`config.mk`:
```
export PLATFORM = sky130hd
export DESIGN_NAME = id_ex_hazard_reg
export DESIGN_NICKNAME = d
export VERILOG_FILES = /design/src/rtl/id_ex_hazard_reg.sv
export SDC_FILE = /design/constraint.sdc
export NUM_CORES = 1
export LEC_CHECK = 0
export CAP_MARGIN = 10
export CORE_MARGIN = 2
export CORE_UTILIZATION = 36
export DETAILED_ROUTE_END_ITERATION = 8
export PLACE_DENSITY = 0.76
export SYNTH_ARGS = -nofsm -noshare
export SYNTH_HDL_FRONTEND = slang
export SYNTH_SLANG_ARGS = --single-unit
```
`constraint.sdc`:
```
create_clock -name clk -period 3.28 [get_ports clk]
set_input_delay 0.656 -clock clk [delete_from_list [all_inputs] [get_ports clk]]
set_output_delay 0.656 -clock clk [all_outputs]
set_load 0.01 [all_outputs]
```
`src/rtl/id_ex_hazard_reg.sv`:
```
// ID/EX pipeline register with load-use hazard detection, branch-flush squash,
// memory-stall hold and a saturating count of inserted bubbles.
module id_ex_hazard_reg #(
    parameter int DATA_W  = 16,
    parameter int REG_W   = 4,
    parameter int ALUOP_W = 4,
    parameter int CNT_W   = 16
) (
    input  logic               clk,
    input  logic               rst,
    input  logic               mem_stall,
    input  logic               flush,
    input  logic               ID_Valid,
    input  logic [REG_W-1:0]   ID_Rs,
    input  logic [REG_W-1:0]   ID_Rt,
    input  logic [REG_W-1:0]   ID_Rd,
    input  logic               ID_UsesRs,
    input  logic               ID_UsesRt,
    input  logic               ID_RegWrite,
    input  logic               ID_MemRead,
    input  logic               ID_MemWrite,
    input  logic               ID_MemToReg,
    input  logic               ID_ALUSrc,
    input  logic [ALUOP_W-1:0] ID_ALUOp,
    input  logic [DATA_W-1:0]  ID_RsData,
    input  logic [DATA_W-1:0]  ID_RtData,
    input  logic [DATA_W-1:0]  ID_Imm,
    input  logic [DATA_W-1:0]  ID_PC,
    output logic               IDEX_Valid,
    output logic [REG_W-1:0]   IDEX_Rs,
    output logic [REG_W-1:0]   IDEX_Rt,
    output logic [REG_W-1:0]   IDEX_Rd,
    output logic               IDEX_UsesRs,
    output logic               IDEX_UsesRt,
    output logic               IDEX_RegWrite,
    output logic               IDEX_MemRead,
    output logic               IDEX_MemWrite,
    output logic               IDEX_MemToReg,
    output logic               IDEX_ALUSrc,
    output logic [ALUOP_W-1:0] IDEX_ALUOp,
    output logic [DATA_W-1:0]  IDEX_RsData,
    output logic [DATA_W-1:0]  IDEX_RtData,
    output logic [DATA_W-1:0]  IDEX_Imm,
    output logic [DATA_W-1:0]  IDEX_PC,
    output logic               hazard_stall,
    output logic               pc_write,
    output logic               ifid_write,
    output logic [CNT_W-1:0]   bubble_cnt
);

    logic rs_match;
    logic rt_match;
    logic store_data_only;
    logic load_use;
    logic bubble;

    logic               valid_next;
    logic [REG_W-1:0]   rs_next;
    logic [REG_W-1:0]   rt_next;
    logic [REG_W-1:0]   rd_next;
    logic               uses_rs_next;
    logic               uses_rt_next;
    logic               reg_write_next;
    logic               mem_read_next;
    logic               mem_write_next;
    logic               mem_to_reg_next;
    logic               alu_src_next;
    logic [ALUOP_W-1:0] alu_op_next;
    logic [DATA_W-1:0]  rs_data_next;
    logic [DATA_W-1:0]  rt_data_next;
    logic [DATA_W-1:0]  imm_next;
    logic [DATA_W-1:0]  pc_next;
    logic [CNT_W-1:0]   cnt_next;

    // A store whose only dependence is its data operand is served by MEM-to-MEM forwarding.
    always_comb begin
        rs_match        = ID_UsesRs && (ID_Rs == IDEX_Rd);
        rt_match        = ID_UsesRt && (ID_Rt == IDEX_Rd);
        store_data_only = ID_MemWrite && !rs_match;
        load_use        = IDEX_Valid && IDEX_MemRead && (IDEX_Rd != '0) &&
                          (rs_match || (rt_match && !store_data_only));
    end

    assign hazard_stall = ID_Valid & load_use & ~flush & ~mem_stall;
    assign pc_write     = ~(hazard_stall | mem_stall);
    assign ifid_write   = pc_write;
    assign bubble       = flush | hazard_stall;

    always_comb begin
        valid_next      = IDEX_Valid;
        rs_next         = IDEX_Rs;
        rt_next         = IDEX_Rt;
        rd_next         = IDEX_Rd;
        uses_rs_next    = IDEX_UsesRs;
        uses_rt_next    = IDEX_UsesRt;
        reg_write_next  = IDEX_RegWrite;
        mem_read_next   = IDEX_MemRead;
        mem_write_next  = IDEX_MemWrite;
        mem_to_reg_next = IDEX_MemToReg;
        alu_src_next    = IDEX_ALUSrc;
        alu_op_next     = IDEX_ALUOp;
        rs_data_next    = IDEX_RsData;
        rt_data_next    = IDEX_RtData;
        imm_next        = IDEX_Imm;
        pc_next         = IDEX_PC;
        if (!mem_stall) begin
            if (bubble) begin
                valid_next      = 1'b0;
                rs_next         = '0;
                rt_next         = '0;
                rd_next         = '0;
                uses_rs_next    = 1'b0;
                uses_rt_next    = 1'b0;
                reg_write_next  = 1'b0;
                mem_read_next   = 1'b0;
                mem_write_next  = 1'b0;
                mem_to_reg_next = 1'b0;
                alu_src_next    = 1'b0;
                alu_op_next     = '0;
                rs_data_next    = '0;
                rt_data_next    = '0;
                imm_next        = '0;
                pc_next         = '0;
            end else begin
                valid_next      = ID_Valid;
                rs_next         = ID_Rs;
                rt_next         = ID_Rt;
                rd_next         = ID_Rd;
                uses_rs_next    = ID_UsesRs;
                uses_rt_next    = ID_UsesRt;
                reg_write_next  = ID_RegWrite;
                mem_read_next   = ID_MemRead;
                mem_write_next  = ID_MemWrite;
                mem_to_reg_next = ID_MemToReg;
                alu_src_next    = ID_ALUSrc;
                alu_op_next     = ID_ALUOp;
                rs_data_next    = ID_RsData;
                rt_data_next    = ID_RtData;
                imm_next        = ID_Imm;
                pc_next         = ID_PC;
            end
        end
    end

    // Only hazard bubbles are counted; flush bubbles and held cycles are not.
    always_comb begin
        cnt_next = bubble_cnt;
        if (hazard_stall && (bubble_cnt != '1)) begin
            cnt_next = bubble_cnt + 1'b1;
        end
    end

    always_ff @(posedge clk or posedge rst) begin
        if (rst) begin
            IDEX_Valid    <= 1'b0;
            IDEX_Rs       <= '0;
            IDEX_Rt       <= '0;
            IDEX_Rd       <= '0;
            IDEX_UsesRs   <= 1'b0;
            IDEX_UsesRt   <= 1'b0;
            IDEX_RegWrite <= 1'b0;
            IDEX_MemRead  <= 1'b0;
            IDEX_MemWrite <= 1'b0;
            IDEX_MemToReg <= 1'b0;
            IDEX_ALUSrc   <= 1'b0;
            IDEX_ALUOp    <= '0;
            IDEX_RsData   <= '0;
            IDEX_RtData   <= '0;
            IDEX_Imm      <= '0;
            IDEX_PC       <= '0;
            bubble_cnt    <= '0;
        end else begin
            IDEX_Valid    <= valid_next;
            IDEX_Rs       <= rs_next;
            IDEX_Rt       <= rt_next;
            IDEX_Rd       <= rd_next;
            IDEX_UsesRs   <= uses_rs_next;
            IDEX_UsesRt   <= uses_rt_next;
            IDEX_RegWrite <= reg_write_next;
            IDEX_MemRead  <= mem_read_next;
            IDEX_MemWrite <= mem_write_next;
            IDEX_MemToReg <= mem_to_reg_next;
            IDEX_ALUSrc   <= alu_src_next;
            IDEX_ALUOp    <= alu_op_next;
            IDEX_RsData   <= rs_data_next;
            IDEX_RtData   <= rt_data_next;
            IDEX_Imm      <= imm_next;
            IDEX_PC       <= pc_next;
            bubble_cnt    <= cnt_next;
        end
    end

endmodule
```
### After elaboration in Yosys (flattened, before gate mapping)

Cells that the tools add are included.
Widths: inputs -> output; s select.

* input bits: 92
* output and inout bits: 107
* word-level logic and storage cells: 57
* flip-flop bits (word level): 104

* multiplexer cells: 16
* equal/unequal tests: 3
* add/sub/neg operators: 1
* bitwise gates (word level): 8
* reduce and logical (&&, ||, !) cells: 12

Operators by type and width (number)
* $mux 16: 4
* $add 16x1->16 const B: 1
* $mux 4: 4
* $ne 16x16->1 const B: 1
* $eq 4x4->1: 2
* $logic_and 1x1->1: 8
* $mux 1: 8
* $reduce_bool 4->1: 1
* $and 1x1->1: 3
* $not 1->1: 3
* $logic_not 1->1: 2
* $or 1x1->1: 2
* $logic_or 1x1->1: 1

### Longest topological paths before layout

Gate-level depths: netlist (run 1).

* depth in word-level cells: 13
* mapped depth: 8
* depth with buffers taken out: 7

### Least setup slack after synthesis (run 1)

Ideal clock, no wire load.

* path kind: in2out
* start point: input ID_Rt[1]
* end point: output hazard_stall
* slack: 0.942 ns
* buffers on the path: 1
* data arrival time: 1.682 ns
* stages on the path: 5
* cells stage by stage: inv_1 -> a222oi_1 -> nand4_1 -> a21oi_1 -> buf_4

* longest elaborated chain between the ends: 8

Ends and longest elaborated chain
* start: declaration: line 15 `input logic [REG_W-1:0] ID_Rt,`
* $eq 4x4->1: line 78 `rt_match = ID_UsesRt && (ID_Rt == IDEX_Rd);`
* $logic_and 1x1->1: line 78
* $logic_and 1x1->1: line 81 `(rs_match || (rt_match && !store_data_only));`
* $logic_or 1x1->1: line 81
* $logic_and 1x1->1: line 80 `load_use = IDEX_Valid && IDEX_MemRead && (IDEX_Rd != '0) &&`
* $and 1x1->1 (3 in a row): line 84 `assign hazard_stall = ID_Valid & load_use & ~flush & ~mem_stall;`
* end: declaration: line 45 `output logic hazard_stall,`

Every way passes these cells.

### Final worst setup path (run 1)

Ends and elaborated chain as after synthesis.

==> out/metrics.yaml, run 1 <==
yosys:
  synth_ff_type: "dfrtp_1"
  synthMostInstantiatedCell: "dfrtp_1"
  yosysWarnings: 0
  netlist_top_cells_area: "dfrtp_1, a22o_1, xnor2_1"
  async_flop_share: 1.00
  yosysTopAreaCell: "dfrtp_1"
  yosysUniqueCellTypes: 30
  ys_ff_latch: 104
  synth.avg_cell_area_sq_um: 14.0
  syn-cell-area_sq_um: 4000
  seq_area_frac_synth: 0.651
  syn_inst: 286
  synth_top_area_share: 0.651
  synth_edf_count: 0
  synthesis.nets: 379
  synthTopCellsByCount: "dfrtp_1, a22o_1, xnor2_1"
worst_setup_path:
  path_common_cell: "clkdlybuf4s50_1"
  cp-start-kind: "input pin"
  crit_type: "in -> out"
  max_stage_delay_ns: 0.57
  cp_num_buf_inv: 3
  crit_slowest_cell: "clkdlybuf4s50_1"
  crit_required_ns: 2.62
  arrival_ns: 2.54
  path_delay_family: "buffers and inverters"
  crit_chain: "clkdlybuf4s50_1 -> inv_1 -> a222oi_1 -> nand4_1 -> a21oi_2 -> clkdlybuf4s50_1"
  end_kind: "output port"
  crit_fanout: 2
timing:
  post-route-period-util: 0.975
  setup_tns_ns: 0
  worstMarginPinSlew_ns: 0.859
  final_max_slew_viol_count: 0
  finalCriticalPeriod_ns: 3.20
  hold_viol: 0
  skew_ns: 0.0134
  relSlewSlack: 0.427
  rsz0062_at_grt: "no"
  setup_viol: 0
  fmax_ghz: 0.313
floorplan:
  dieArea_sq_um: 12000
  core_area_sq_um: 10800
  die_h_um: 109
  rows: 38
  ios: 199
  start_util: 0.369
  die_width_um: 109
clocking:
  clock_path_buffers: 2
  post_cts_buffers: 0
  holdBufCountCts: 0
  cts_max_level: 3
  worstSkewPairLatency_ns: 0.36
  cts.sinks: 104
  cts_buffers: 9
  cts-resized-gates: 0
  cts_tree: "done"
  cts_root_buffer: "clkbuf_8"
  clkTransAtPathRegs_ns: 0.10
grt:
  grt_use_total: 0.184
  grt-ovfl-total: 0
  grt_max_degree: 85
  grt_pass1_wl_um: 16800
  grt_pass1_vias: 3205
  antenna_found_initial: 0
route:
  initialDrtViolationCount: 122
  post_drt_wl_per_cell_um: 17.5
  vias_per_cell: 5.14
  drtPass1Iterations: 4
  vias: 3215
  ant_nets: 0
  routed_wl_um: 10900
  drc_errors: 0
cells_and_area:
  syn2layout_area_growth_pct: 58.4
  final_nets: 574
  fillers: 902
  instances_no_fill: 626
  drive_gt1_frac: 0.0576
  diodes: 0
power_and_ir_drop:
  p_per_area_nw_per_um2: 438
  ir_drop_uv: 206
  leakagePower_nw: 2.82
job:
  drv_cap: 0
placement:
  dp_cells: 610
  port_buffers: 198
  dpl.hpwl_um: 7970
  finalWeightedCongestion: 0.780
run_status:
  status: "finished clean"
hold_path:
  min_path_type: "reg -> reg"
## final timing paths
check                                    from             to  cells past startpoint  slack [ns]
worst max register to register     IDEX_Rd[0]    IDEX_Imm[1]                      7        0.72
worst max-delay path                 ID_Rt[1]   hazard_stall                      6        0.08
worst min register to register  bubble_cnt[7]  bubble_cnt[7]                      1        0.50
worst min-delay path            bubble_cnt[7]  bubble_cnt[7]                      1        0.50
min in group asynchronous                 rst     IDEX_PC[9]                      2        0.75
max in group asynchronous                 rst    IDEX_Imm[1]                      3        1.83
## flip-flops by register name, summed over array words and instances, names as in the netlist
name,cells
IDEX_ALUOp,4
IDEX_ALUSrc,1
IDEX_Imm,16
IDEX_MemRead,1
IDEX_MemToReg,1
IDEX_MemWrite,1
IDEX_PC,16
IDEX_Rd,4
IDEX_RegWrite,1
IDEX_Rs,4
IDEX_RsData,16
IDEX_Rt,4
IDEX_RtData,16
IDEX_UsesRs,1
IDEX_UsesRt,1
IDEX_Valid,1
bubble_cnt,16
## where the power goes
| group | internal [mW] | leakage, nW | switching, mW |
|---|---|---|---|
| clock network | 0.428 | 0.110 | 0.418 |
| registers | 1.36 | 1.37 | 0.0569 |
| logic | 0.314 | 1.34 | 0.189 |
## cell families after synthesis
logic type	count (synthesis)	synth area share
compound gates	92	0.202
xor+xnor	20	0.0438
fa+ha+maj	1	0.00313
buf+inv	29	0.0373
flops	104	0.651
mux	1	0.00282
simple gates	39	0.0598
## cells in the final DEF, fill, tap and decap left out, types with 2 or more instances in the layout
cell type,netlist,routed
xnor2_1,15,15
clkbuf_8,0,9
dfrtp_1,104,104
inv_1,7,6
and2_1,4,4
and3_1,6,6
nand3_1,9,9
dlymetal6s2s_1,0,2
buf_4,3,8
a22o_1,87,87
bufinv_16,0,2
clkdlybuf4s50_1,0,195
nand4_1,9,9
xor2_1,5,5
clkinv_2,0,3
nor2b_1,2,2
## layout make-up
type / count / area, sq um / share of cell area
clock buffers: 10 / 128 / 0.0202
clock inverters: 6 / 83.8 / 0.0132
inverters: 7 / 30.0 / 0.00474
multi-input cells: 153 / 1250 / 0.198
flip-flops and latches: 104 / 2600 / 0.411
well taps: 140 / 175 / 0.0277
repair buffers: 206 / 2060 / 0.325
## per-layer routing
layer  track usage  vias to the layer above  routed length [um]
li1              -                     1462                   -
met1         0.241                     1578                4660
met2         0.283                      156                5010
met3        0.0510                       19                 997
met4        0.0859                        0                 259
met5             0                        -                   0
## through the flow
step	hold slack, ns	instance area, sq um	util	worst slack (ns)	total power [mW]
2_1_floorplan	0.516	4000	-	0.942	1.62
3_3_place_gp	0.473	6110	0.564	0.0740	1.94
3_5_place_dp	0.485	6110	0.564	0.0287	1.95
4_1_cts	0.501	6320	0.583	0.0179	2.81
5_1_grt	0.512	6330	0.584	0.00262	2.89
6_report	0.501	6330	0.584	0.0830	2.77
Note: power is estimated with default switching activity, not from simulation.
==> run 2: changes to the inputs <==
--- a/config.mk
+++ b/config.mk
@@ -6,7 +6,6 @@
 export NUM_CORES = 1
 export LEC_CHECK = 0
 export CAP_MARGIN = 10
-export CORE_MARGIN = 2
 export CORE_UTILIZATION = 36
 export DETAILED_ROUTE_END_ITERATION = 8
 export PLACE_DENSITY = 0.76
==> run 2 against run 1 <==
Cell area decreased by 0.30%. Flip-flop and latch count unchanged. Critical path type unchanged. Largest power group unchanged. Fmax increased by 0.17%. Largest cell class unchanged. Clock skew decreased by 0.0025 ns. Wire length decreased by 1.1%. Register-to-register slack improved by 0.20 ns. Power decreased by 1.2%.
==> out/metrics.yaml, run 2 (same netlist as run 1, synthesis figures left out) <==
run_status:
  status: "finished clean"  # unchanged
grt:
  grt_pass1_wl_um: 16900  # was 16,800 um
  grt_max_degree: 81  # was 85
  antenna_found_initial: 1  # was 0
  grt-ovfl-total: 0  # unchanged
  grt_use_total: 0.192  # was 0.184
  grt_pass1_vias: 3232  # was 3,205
cells_and_area:
  final_common_cell: "clkdlybuf4s50_1"  # unchanged
  drive_gt1_frac: 0.0557  # was 0.0576
  final_cell_mix: "clkdlybuf4s50_1, dfrtp_1, a22o_1"  # unchanged
  final_nets: 573  # was 574
  multiInputGateArea_sq_um: 1250  # about the same
  utilization: 0.582  # was 0.584
  regArea_sq_um: 2600  # unchanged
  syn2layout_area_growth_pct: 58.0  # was 58.4%
  fillers: 913  # was 902
  diodes: 0  # unchanged
clocking:
  cts_max_level: 3  # unchanged
  clkTransAtPathRegs_ns: 0.10  # about the same
  cts-resized-gates: 0  # unchanged
  cts.sinks: 104  # unchanged
  cts_tree: "done"  # unchanged
  worstSkewPairLatency_ns: 0.36  # about the same
  cts_root_buffer: "clkbuf_8"  # unchanged
  holdBufCountCts: 0  # unchanged
  clock_path_buffers: 2  # unchanged
  post_cts_buffers: 0  # unchanged
  cts_buffers: 9  # unchanged
worst_setup_path:
  crit_chain: "clkdlybuf4s50_1 -> inv_1 -> a222oi_1 -> nand4_1 -> a21oi_1 -> clkdlybuf4s50_1"  # was clkdlybuf4s50_1 -> inv_1 -> a222oi_1 -> nand4_1 -> a21oi_2 -> clkdlybuf4s50_1
  path_common_cell: "clkdlybuf4s50_1"  # unchanged
  max_stage_delay_ns: 0.59  # was 0.57 ns
  cp-start-kind: "input pin"  # unchanged
  crit_slowest_cell: "clkdlybuf4s50_1"  # unchanged
  arrival_ns: 2.54  # about the same
  crit_type: "in -> out"  # unchanged
  rrSetupSlack_ns: 0.92  # was 0.72 ns
  end_kind: "output port"  # unchanged
  crit_fanout: 2  # unchanged
  crit_required_ns: 2.62  # about the same
floorplan:
  die_h_um: 107  # was 109 um
  core_area_sq_um: 10800  # unchanged
  rows: 38  # unchanged
  start_util: 0.369  # unchanged
  ios: 199  # unchanged
  dieArea_sq_um: 11500  # was 12,000 sq um
  die_width_um: 107  # was 109 um
timing:
  final_max_slew_viol_count: 0  # unchanged
  rsz0062_at_grt: "yes"  # was no
  skew_ns: 0.0108  # was 0.0134 ns
  finalCriticalPeriod_ns: 3.19  # was 3.20 ns
  hold_viol: 0  # unchanged
  setup_viol: 0  # unchanged
  fmax_ghz: 0.313  # about the same
  relSlewSlack: 0.451  # was 0.427
  worstMarginPinSlew_ns: 0.824  # was 0.859 ns
  setup_tns_ns: 0  # unchanged
  post-route-period-util: 0.973  # was 0.975
power_and_ir_drop:
  ir_drop_uv: 203  # was 206 uV
  leakagePower_nw: 2.81  # was 2.82 nW
  p_per_area_nw_per_um2: 433  # was 438 nW/um^2
route:
  drc_errors: 0  # unchanged
  vias: 3172  # was 3,215
  routed_wl_um: 10800  # was 10,900 um
  ant_nets: 0  # unchanged
  vias_per_cell: 5.08  # was 5.14
  post_drt_wl_per_cell_um: 17.3  # was 17.5 um
  initialDrtViolationCount: 143  # was 122
  drtPass1Iterations: 4  # unchanged
placement:
  port_buffers: 198  # unchanged
  dpl.hpwl_um: 7620  # was 7970 um
  finalWeightedCongestion: 0.805  # was 0.780
job:
  drv_cap: 0  # unchanged
hold_path:
  min_path_type: "reg -> reg"  # unchanged
## run 2: through the flow
stage                     worst slack [ns]  power (mW)  cell area [sq um]  std cells  hold slack, ns
after CTS                           0.0822        2.77               6310        625           0.496
after global routing               -0.0456        2.86               6310        625           0.511
after global placement              0.0861        1.94               6100        609           0.472
after detailed placement            0.0911        1.95               6100        609           0.482
final                               0.0886        2.74               6310        625           0.488
after floorplan                      0.942        1.62               4000        286           0.516
## run 2: final timing paths
check / startpoint / to / cells after the start
min in group asynchronous: rst / IDEX_RsData[14] / 2
setup reg to reg: IDEX_Rd[0] / IDEX_RsData[1] / 7
setup / recovery: ID_Rt[1] / hazard_stall / 6
hold reg to reg: bubble_cnt[12] / bubble_cnt[12] / 1
hold / removal: bubble_cnt[12] / bubble_cnt[12] / 1
max in group asynchronous: rst / bubble_cnt[1] / 3
## run 2: final cells by class
type / count / share of cell area
Clock buffer: 11 / 0.0240
Clock inverter: 5 / 0.00872
Inverter: 7 / 0.00476
Multi-Input combinational cell: 153 / 0.198
Sequential cell: 104 / 0.412
Tap cell: 140 / 0.0278
Timing Repair Buffer: 205 / 0.324
## run 2: critical path, delay by kind of cell
| kind | cells | cell delay [ns] |
|---|---|---|
| simple gates | 1 | 0.15 |
| compound gates | 2 | 0.60 |
| buf+inv | 3 | 1.14 |
## run 2: metal layers
| layer | global-route usage | share of wire |
|---|---|---|
| met1 | 0.262 | 0.46 |
| met2 | 0.298 | 0.45 |
| met3 | 0.0442 | 0.072 |
| met4 | 0.0724 | 0.015 |
| met5 | 0 | 0.0012 |
## run 2: power breakdown
| group | internal (mW) | switching (mW) |
|---|---|---|
| clock network | 0.392 | 0.422 |
| logic | 0.313 | 0.188 |
| registers | 1.36 | 0.0560 |
